## config.mk

```make
export PLATFORM = sky130hd
export DESIGN_NAME = mem_arbiter_flat
export DESIGN_NICKNAME = d
export VERILOG_FILES = /design/src/rtl/mem_arbiter_if.sv /design/src/rtl/mem_arbiter.sv /design/src/flat_wrapper.sv
export SDC_FILE = /design/constraint.sdc
export NUM_CORES = 1
export LEC_CHECK = 0
export CORE_ASPECT_RATIO = 2
export CORE_MARGIN = 3
export CORE_UTILIZATION = 46
export CTS_BUF_LIST = sky130_fd_sc_hd__clkbuf_4 sky130_fd_sc_hd__clkbuf_8 sky130_fd_sc_hd__clkbuf_16
export CTS_CLUSTER_SIZE = 25
export DETAILED_ROUTE_END_ITERATION = 6
export DONT_BUFFER_PORTS = 1
export PLACE_DENSITY = 0.75
export SYNTH_ARGS = -nofsm -noshare
export SYNTH_HDL_FRONTEND = slang
export SYNTH_SLANG_ARGS = --single-unit
```

## constraint.sdc

```tcl
create_clock -name clk -period 1.6 [get_ports clk]
set_input_delay 0.24 -clock clk [delete_from_list [all_inputs] [get_ports clk]]
set_output_delay 0.24 -clock clk [all_outputs]
set_load 0.005 [all_outputs]
```

## src/rtl/mem_arbiter_if.sv

```systemverilog
// Bundle of the fetch port, data port and shared memory port seen by mem_arbiter.
// The master modport is the arbiter; the slave modport is the clients plus the memory.
interface mem_arbiter_if;
  logic        i_req;
  logic [31:0] i_addr;
  logic [31:0] i_rdata;
  logic        i_ack;

  logic        d_req;
  logic        d_we;
  logic [31:0] d_addr;
  logic [31:0] d_wdata;
  logic [3:0]  d_be;
  logic [31:0] d_rdata;
  logic        d_ack;

  logic        m_req;
  logic        m_we;
  logic [31:0] m_addr;
  logic [31:0] m_wdata;
  logic [3:0]  m_be;
  logic [31:0] m_rdata;
  logic        m_ready;

  logic        bus_error;

  modport master (
    input  i_req, i_addr, d_req, d_we, d_addr, d_wdata, d_be, m_rdata, m_ready,
    output i_rdata, i_ack, d_rdata, d_ack, m_req, m_we, m_addr, m_wdata, m_be, bus_error
  );

  modport slave (
    output i_req, i_addr, d_req, d_we, d_addr, d_wdata, d_be, m_rdata, m_ready,
    input  i_rdata, i_ack, d_rdata, d_ack, m_req, m_we, m_addr, m_wdata, m_be, bus_error
  );
endinterface

```

## src/rtl/mem_arbiter.sv

```systemverilog
// Two-port (fetch/data) arbiter onto one memory port, data-first with a fetch
// starvation guard and a per-access wait timeout that terminates with bus_error.
module mem_arbiter #(
  parameter int TIMEOUT = 16
) (
  input  logic          clk,
  input  logic          rst_n,
  mem_arbiter_if.master bus_io
);
  localparam int WAIT_W = $clog2(TIMEOUT);
  localparam logic [WAIT_W-1:0] WAIT_LAST = WAIT_W'(TIMEOUT - 1);

  typedef enum logic [1:0] {IDLE, BUSY_I, BUSY_D} state_e;

  state_e            state_q;
  logic [1:0]        streak_q, streak_d;
  logic [WAIT_W-1:0] wait_q;
  logic              m_req_q, m_we_q;
  logic [31:0]       m_addr_q, m_wdata_q;
  logic [3:0]        m_be_q;
  logic              i_ack_q, d_ack_q, bus_err_q;
  logic [31:0]       i_rdata_q, d_rdata_q;

  logic              i_elig, d_elig, grant_fetch, grant_data;

  // A port acked this cycle is still holding its old request, so it sits out.
  always_comb begin
    i_elig      = bus_io.i_req & ~i_ack_q;
    d_elig      = bus_io.d_req & ~d_ack_q;
    grant_fetch = 1'b0;
    grant_data  = 1'b0;
    if (state_q == IDLE) begin
      if (d_elig && !(i_elig && streak_q[1])) grant_data = 1'b1;
      else if (i_elig)                        grant_fetch = 1'b1;
    end
  end

  always_comb begin
    streak_d = streak_q;
    if (grant_fetch)
      streak_d = 2'd0;
    else if (grant_data)
      streak_d = bus_io.i_req ? ((streak_q == 2'd3) ? 2'd3 : streak_q + 2'd1) : 2'd0;
  end

  always_ff @(posedge clk) begin
    if (!rst_n) begin
      state_q   <= IDLE;
      streak_q  <= '0;
      wait_q    <= '0;
      m_req_q   <= 1'b0;
      m_we_q    <= 1'b0;
      m_addr_q  <= '0;
      m_wdata_q <= '0;
      m_be_q    <= '0;
      i_ack_q   <= 1'b0;
      d_ack_q   <= 1'b0;
      bus_err_q <= 1'b0;
      i_rdata_q <= '0;
      d_rdata_q <= '0;
    end else begin
      i_ack_q   <= 1'b0;
      d_ack_q   <= 1'b0;
      bus_err_q <= 1'b0;
      unique case (state_q)
        IDLE: begin
          streak_q <= streak_d;
          if (grant_data) begin
            state_q   <= BUSY_D;
            m_req_q   <= 1'b1;
            m_we_q    <= bus_io.d_we;
            m_addr_q  <= bus_io.d_addr;
            m_wdata_q <= bus_io.d_wdata;
            m_be_q    <= bus_io.d_be;
            wait_q    <= '0;
          end else if (grant_fetch) begin
            state_q  <= BUSY_I;
            m_req_q  <= 1'b1;
            m_we_q   <= 1'b0;
            m_addr_q <= bus_io.i_addr;
            m_be_q   <= 4'b1111;
            wait_q   <= '0;
          end
        end
        BUSY_I, BUSY_D: begin
          if (bus_io.m_ready || (wait_q == WAIT_LAST)) begin
            state_q   <= IDLE;
            m_req_q   <= 1'b0;
            bus_err_q <= ~bus_io.m_ready;
            if (state_q == BUSY_I) begin
              i_ack_q   <= 1'b1;
              i_rdata_q <= bus_io.m_ready ? bus_io.m_rdata : 32'h0;
            end else begin
              d_ack_q <= 1'b1;
              // Stores leave the load-data register untouched unless they time out.
              if (!bus_io.m_ready)  d_rdata_q <= 32'h0;
              else if (!m_we_q)     d_rdata_q <= bus_io.m_rdata;
            end
          end else begin
            wait_q <= wait_q + WAIT_W'(1);
          end
        end
        default: state_q <= IDLE;
      endcase
    end
  end

  assign bus_io.m_req     = m_req_q;
  assign bus_io.m_we      = m_we_q;
  assign bus_io.m_addr    = m_addr_q;
  assign bus_io.m_wdata   = m_wdata_q;
  assign bus_io.m_be      = m_be_q;
  assign bus_io.i_ack     = i_ack_q;
  assign bus_io.i_rdata   = i_rdata_q;
  assign bus_io.d_ack     = d_ack_q;
  assign bus_io.d_rdata   = d_rdata_q;
  assign bus_io.bus_error = bus_err_q;
endmodule

```

## src/flat_wrapper.sv

```systemverilog
// flat-port wrapper written by rule: the top's interface ports become plain ports
module mem_arbiter_flat 
#(
  parameter int TIMEOUT = 16
)
  (clk, rst_n, bus_io_i_req, bus_io_i_addr, bus_io_d_req, bus_io_d_we, bus_io_d_addr, bus_io_d_wdata, bus_io_d_be, bus_io_m_rdata, bus_io_m_ready, bus_io_i_rdata, bus_io_i_ack, bus_io_d_rdata, bus_io_d_ack, bus_io_m_req, bus_io_m_we, bus_io_m_addr, bus_io_m_wdata, bus_io_m_be, bus_io_bus_error);
  mem_arbiter_if bus_io_i ();
  input  logic clk;
  input  logic rst_n;
  input wire logic [$bits(bus_io_i.i_req)-1:0] bus_io_i_req;
  input wire logic [$bits(bus_io_i.i_addr)-1:0] bus_io_i_addr;
  input wire logic [$bits(bus_io_i.d_req)-1:0] bus_io_d_req;
  input wire logic [$bits(bus_io_i.d_we)-1:0] bus_io_d_we;
  input wire logic [$bits(bus_io_i.d_addr)-1:0] bus_io_d_addr;
  input wire logic [$bits(bus_io_i.d_wdata)-1:0] bus_io_d_wdata;
  input wire logic [$bits(bus_io_i.d_be)-1:0] bus_io_d_be;
  input wire logic [$bits(bus_io_i.m_rdata)-1:0] bus_io_m_rdata;
  input wire logic [$bits(bus_io_i.m_ready)-1:0] bus_io_m_ready;
  output wire logic [$bits(bus_io_i.i_rdata)-1:0] bus_io_i_rdata;
  output wire logic [$bits(bus_io_i.i_ack)-1:0] bus_io_i_ack;
  output wire logic [$bits(bus_io_i.d_rdata)-1:0] bus_io_d_rdata;
  output wire logic [$bits(bus_io_i.d_ack)-1:0] bus_io_d_ack;
  output wire logic [$bits(bus_io_i.m_req)-1:0] bus_io_m_req;
  output wire logic [$bits(bus_io_i.m_we)-1:0] bus_io_m_we;
  output wire logic [$bits(bus_io_i.m_addr)-1:0] bus_io_m_addr;
  output wire logic [$bits(bus_io_i.m_wdata)-1:0] bus_io_m_wdata;
  output wire logic [$bits(bus_io_i.m_be)-1:0] bus_io_m_be;
  output wire logic [$bits(bus_io_i.bus_error)-1:0] bus_io_bus_error;
  assign bus_io_i.i_req = bus_io_i_req;
  assign bus_io_i.i_addr = bus_io_i_addr;
  assign bus_io_i.d_req = bus_io_d_req;
  assign bus_io_i.d_we = bus_io_d_we;
  assign bus_io_i.d_addr = bus_io_d_addr;
  assign bus_io_i.d_wdata = bus_io_d_wdata;
  assign bus_io_i.d_be = bus_io_d_be;
  assign bus_io_i.m_rdata = bus_io_m_rdata;
  assign bus_io_i.m_ready = bus_io_m_ready;
  assign bus_io_i_rdata = bus_io_i.i_rdata;
  assign bus_io_i_ack = bus_io_i.i_ack;
  assign bus_io_d_rdata = bus_io_i.d_rdata;
  assign bus_io_d_ack = bus_io_i.d_ack;
  assign bus_io_m_req = bus_io_i.m_req;
  assign bus_io_m_we = bus_io_i.m_we;
  assign bus_io_m_addr = bus_io_i.m_addr;
  assign bus_io_m_wdata = bus_io_i.m_wdata;
  assign bus_io_m_be = bus_io_i.m_be;
  assign bus_io_bus_error = bus_io_i.bus_error;
  mem_arbiter #(.TIMEOUT(TIMEOUT)) u_core (.clk(clk), .rst_n(rst_n), .bus_io(bus_io_i));
endmodule
```

==> impl_metrics.toml <==
[synthesis]
synth-async-reset-ratio_pct = 0
yosys_warnings = 0
area_share_of_the_leading_cell_type_in_the_synthesized_netlist_pct = 49.3
synth-edff-count = 0
mappedNetlistNets = 806
postSynthRegisterBits = 145
synth.distinct_cells = 41
synth.avg_cell_area_sq_um = 8.88
dominant_register_cell_in_the_synthesized_netlist = "sky130_fd_sc_hd__dfxtp_1"
seq_area_frac_synth_pct = 49.3
cell_count_after_synthesis = 663
synth_area_sq_mm = 0.00589
synth_area_leaders = "sky130_fd_sc_hd__dfxtp_1 49%, sky130_fd_sc_hd__a21boi_0 7.5%, sky130_fd_sc_hd__nand2_1 6.8%, sky130_fd_sc_hd__nand3_1 5.6%, sky130_fd_sc_hd__a32oi_1 4.8%"
synth_area_leader_cell = "sky130_fd_sc_hd__dfxtp_1"

[power]
clockPowerShare_pct = 44.1
powerDensity_mw_per_mm2 = 1310
combinationalPowerShare_pct = 11.8
int_pwr_w = 0.00701
vdd_drop_max_mv = 1.02
switching_power_w = 0.00230
pwr-share-seq_pct = 44.1
power.switching_fraction_pct = 24.7
total_power_w = 0.00931
power_leakage_nw = 2.55

[global_routing]
grt_pass1_wl_mm = 25.3
antenna_found_initial = 0
grt_max_degree = 148
track_usage_pct = 22.3
grt_overflow_total = 0
via_count_of_the_first_global_routing_pass = 5051

[route]
detail_route.drc_violations = 0
drt_wl_total_mm = 16.3
routedWlPerCell_um = 19.4
drt-initial-drc-count = 226
drt_pass1_iterations = 4
wl_met1_mm = 5.19
route.met3.wl_mm = 1.40
dr.max_layer_used = "met4"
met2RoutedLength_mm = 8.99
route.vias.total = 4944
drtAntennaViolNets = 0
via_density_per_instance = 5.89

[timing]
hold-worst-slack_ps = -20.3
finalClockSkew_ps = 8.74
rsz_0062_raised_after_global_routing = "false"
relSlewSlack_pct = 59.3
slew_at_the_pin_with_the_worst_max_slew_slack_ps = 609
finalHoldViolCount = 17
totalNegativeSetupSlack_ps = 0
timing_max_transition_violations_final = 0
final-setup-viol-count = 0
fin_crit_sh_pct = 94.5
final.min_clock_period_ps = 1510
timing.fmax_mhz = 661

[clock_tree]
clockBufferDepth = 2
clkLatencyLatePin_ps = 400
clk_pin_slew_ps = 60
cts_tree = "yes"
cts_sinks = 145
tritoncts.num_buffers = 17
cts_max_level = 4
cts_root_buffer = "sky130_fd_sc_hd__clkbuf_16"

[layout]
layout.cell_area.non_filler_sq_mm = 0.00712
layout-drive-gt1-share_pct = 12.3
layout.core_utilization_pct = 57.7
nNetsFinal = 825
synthToLayoutAreaGrowth_pct = 20.9
count_of_antenna_diodes_in_the_layout = 0

[job]
total_of_max_cap_violations = 0

[setup_path]
worst_r2r_path_depth = 7
timing.critical_path.fanout_max = 16
worst_setup_path_end_kind = "flip-flop"
timing.critical_path.arrival_ps = 1830
critical_path_required_time_ps = 1920
critPathKind = "reg2reg"
timing.critical_path.from_type = "flip-flop"

[place]
post_dp_cell_area_sq_mm = 0.00601
gp_routability_congestion = 0.801
port_buffers = 0
detailed_place_hpwl_mm = 11.0

[run_status]
result_of_the_run = "complete, but fails checks"
failed_checks = "negative hold slack"

[die]
io_pins = 275
floorplan.rows = 57
initial_core_util_pct = 47.7
dieHeight_um = 166
die_width_um = 86.0
floorplan.die_area_sq_mm = 0.0143
design.core.area_sq_mm = 0.0123

[hold_path]
holdPathStages = 1
hold_path.class = "in2reg"
==> power by group through the flow <==
stage | Combinational (W) | Sequential, W | Clock [W]
after CTS | 0.00108 | 0.00411 | 0.00421
after floorplan | 0.000798 | 0.00410 | 0
after detailed placement | 0.000965 | 0.00418 | 0
after global placement | 0.000916 | 0.00418 | 0
final | 0.00110 | 0.00411 | 0.00410
after global routing | 0.00121 | 0.00413 | 0.00436
==> routing by layer <==
layer  track usage, %  vias up
met1             21.1     2277
met3             6.06       52
met2             41.1      281
met4             12.7        0
met5                0        -
li1                 -     2334
==> cell usage in the layout, fill, tap and decap left out, types with 2 or more instances in the layout <==
cell type	count
sky130_fd_sc_hd__a21boi_0	55
sky130_fd_sc_hd__a21boi_1	12
sky130_fd_sc_hd__a21oi_2	2
sky130_fd_sc_hd__a22oi_1	2
sky130_fd_sc_hd__a32oi_1	32
sky130_fd_sc_hd__buf_12	9
sky130_fd_sc_hd__buf_4	10
sky130_fd_sc_hd__bufinv_16	4
sky130_fd_sc_hd__clkbuf_16	17
sky130_fd_sc_hd__clkinv_4	4
sky130_fd_sc_hd__dfxtp_1	141
sky130_fd_sc_hd__dfxtp_2	4
sky130_fd_sc_hd__dlygate4sd3_1	39
sky130_fd_sc_hd__ha_1	2
sky130_fd_sc_hd__ha_4	2
sky130_fd_sc_hd__inv_1	5
sky130_fd_sc_hd__inv_6	2
sky130_fd_sc_hd__nand2_1	106
sky130_fd_sc_hd__nand2b_4	2
sky130_fd_sc_hd__nand3_1	66
sky130_fd_sc_hd__nor2_1	71
sky130_fd_sc_hd__nor2b_1	36
sky130_fd_sc_hd__nor3b_1	2
sky130_fd_sc_hd__o21ai_0	5
sky130_fd_sc_hd__o221a_2	6
sky130_fd_sc_hd__o31ai_1	21
sky130_fd_sc_hd__o31ai_2	11
sky130_fd_sc_hd__o32ai_1	2
==> sequential cells by signal (all words and copies together), names as in the netlist <==
signal	flops
u_core.bus_io.m_we	1
u_core.bus_io.i_ack	1
u_core.bus_io.m_addr	32
u_core.state_q	2
u_core.bus_io.d_rdata	32
u_core.streak_q	2
u_core.bus_io.d_ack	1
u_core.bus_io.m_req	1
u_core.bus_io.bus_error	1
u_core.bus_io.i_rdata	32
u_core.bus_io.m_wdata	32
u_core.bus_io.m_be	4
u_core.wait_q	4
==> cells by family (layout without fill, tap and decap cells) <==
kind of cell | after synthesis | after routing | share of synthesized area, %
adder cells (fa/ha/maj) | 5 | 5 | 1.06
AND/OR/NAND/NOR | 294 | 294 | 22.8
flip-flops | 145 | 145 | 49.3
AO/OA/AOI/OAI | 155 | 155 | 21.4
buffers and inverters | 64 | 94 | 5.42
==> area by class of cell <==
type / instances / area [sq um]
clock inverter: 12 / 185
fill: 1054 / 5220
inverter: 5 / 18.8
multi-input combinational: 454 / 2720
tap: 147 / 184
timing repair buffer: 59 / 673
sequential: 145 / 2910
clock buffer: 18 / 433
==> critical path, cell delays in order (launching register included) <==
cell                       delay [ps]
sky130_fd_sc_hd__dfxtp_2          340
sky130_fd_sc_hd__inv_1             90
sky130_fd_sc_hd__ha_2             200
sky130_fd_sc_hd__a21oi_2          120
sky130_fd_sc_hd__and3_4           250
sky130_fd_sc_hd__buf_12           160
sky130_fd_sc_hd__nand3_1           80
sky130_fd_sc_hd__a21boi_0         180
==> timing repair <==
item	4_1_cts	5_1_grt
hold endpoints to repair	132	114
resized for setup	9	10
hold buffers	36	3
gates cloned	1	0
endpoints found under the setup margin	4	21
buffers inserted	0	2
pin swaps	1	2
==> cells in the mapped netlist, drive strengths merged (3+ instances only) <==
cell      n
a21boi   67
a32oi    32
and3      3
buf      33
clkbuf   26
dfxtp   145
ha        5
inv       5
nand2   107
nand3    67
nor2     71
nor2b    36
o21ai     6
o221a     6
o31ai    32
==> per-stage QoR <==
stage / instances / setup slack [ps]
2_1_floorplan: 663 / 34.1
3_3_place_gp: 768 / 89.1
3_5_place_dp: 768 / -12.7
4_1_cts: 835 / 7.84
5_1_grt: 840 / 0.635
6_report: 840 / 88.1
==> worst paths after layout <==
path                                               start                                     end  slack (ps)
setup / recovery          u_core.state_q[1]$_SDFFE_PN0P_   u_core.bus_io.d_rdata[6]$_SDFFE_PN0P_          90
hold / removal                                     rst_n         u_core.bus_io.m_we$_SDFFE_PN0P_         -20
hold reg to reg   u_core.bus_io.d_rdata[19]$_SDFFE_PN0P_  u_core.bus_io.d_rdata[19]$_SDFFE_PN0P_         480
setup reg to reg          u_core.state_q[1]$_SDFFE_PN0P_   u_core.bus_io.d_rdata[6]$_SDFFE_PN0P_          90
Note: power is estimated with default switching activity, not from simulation.
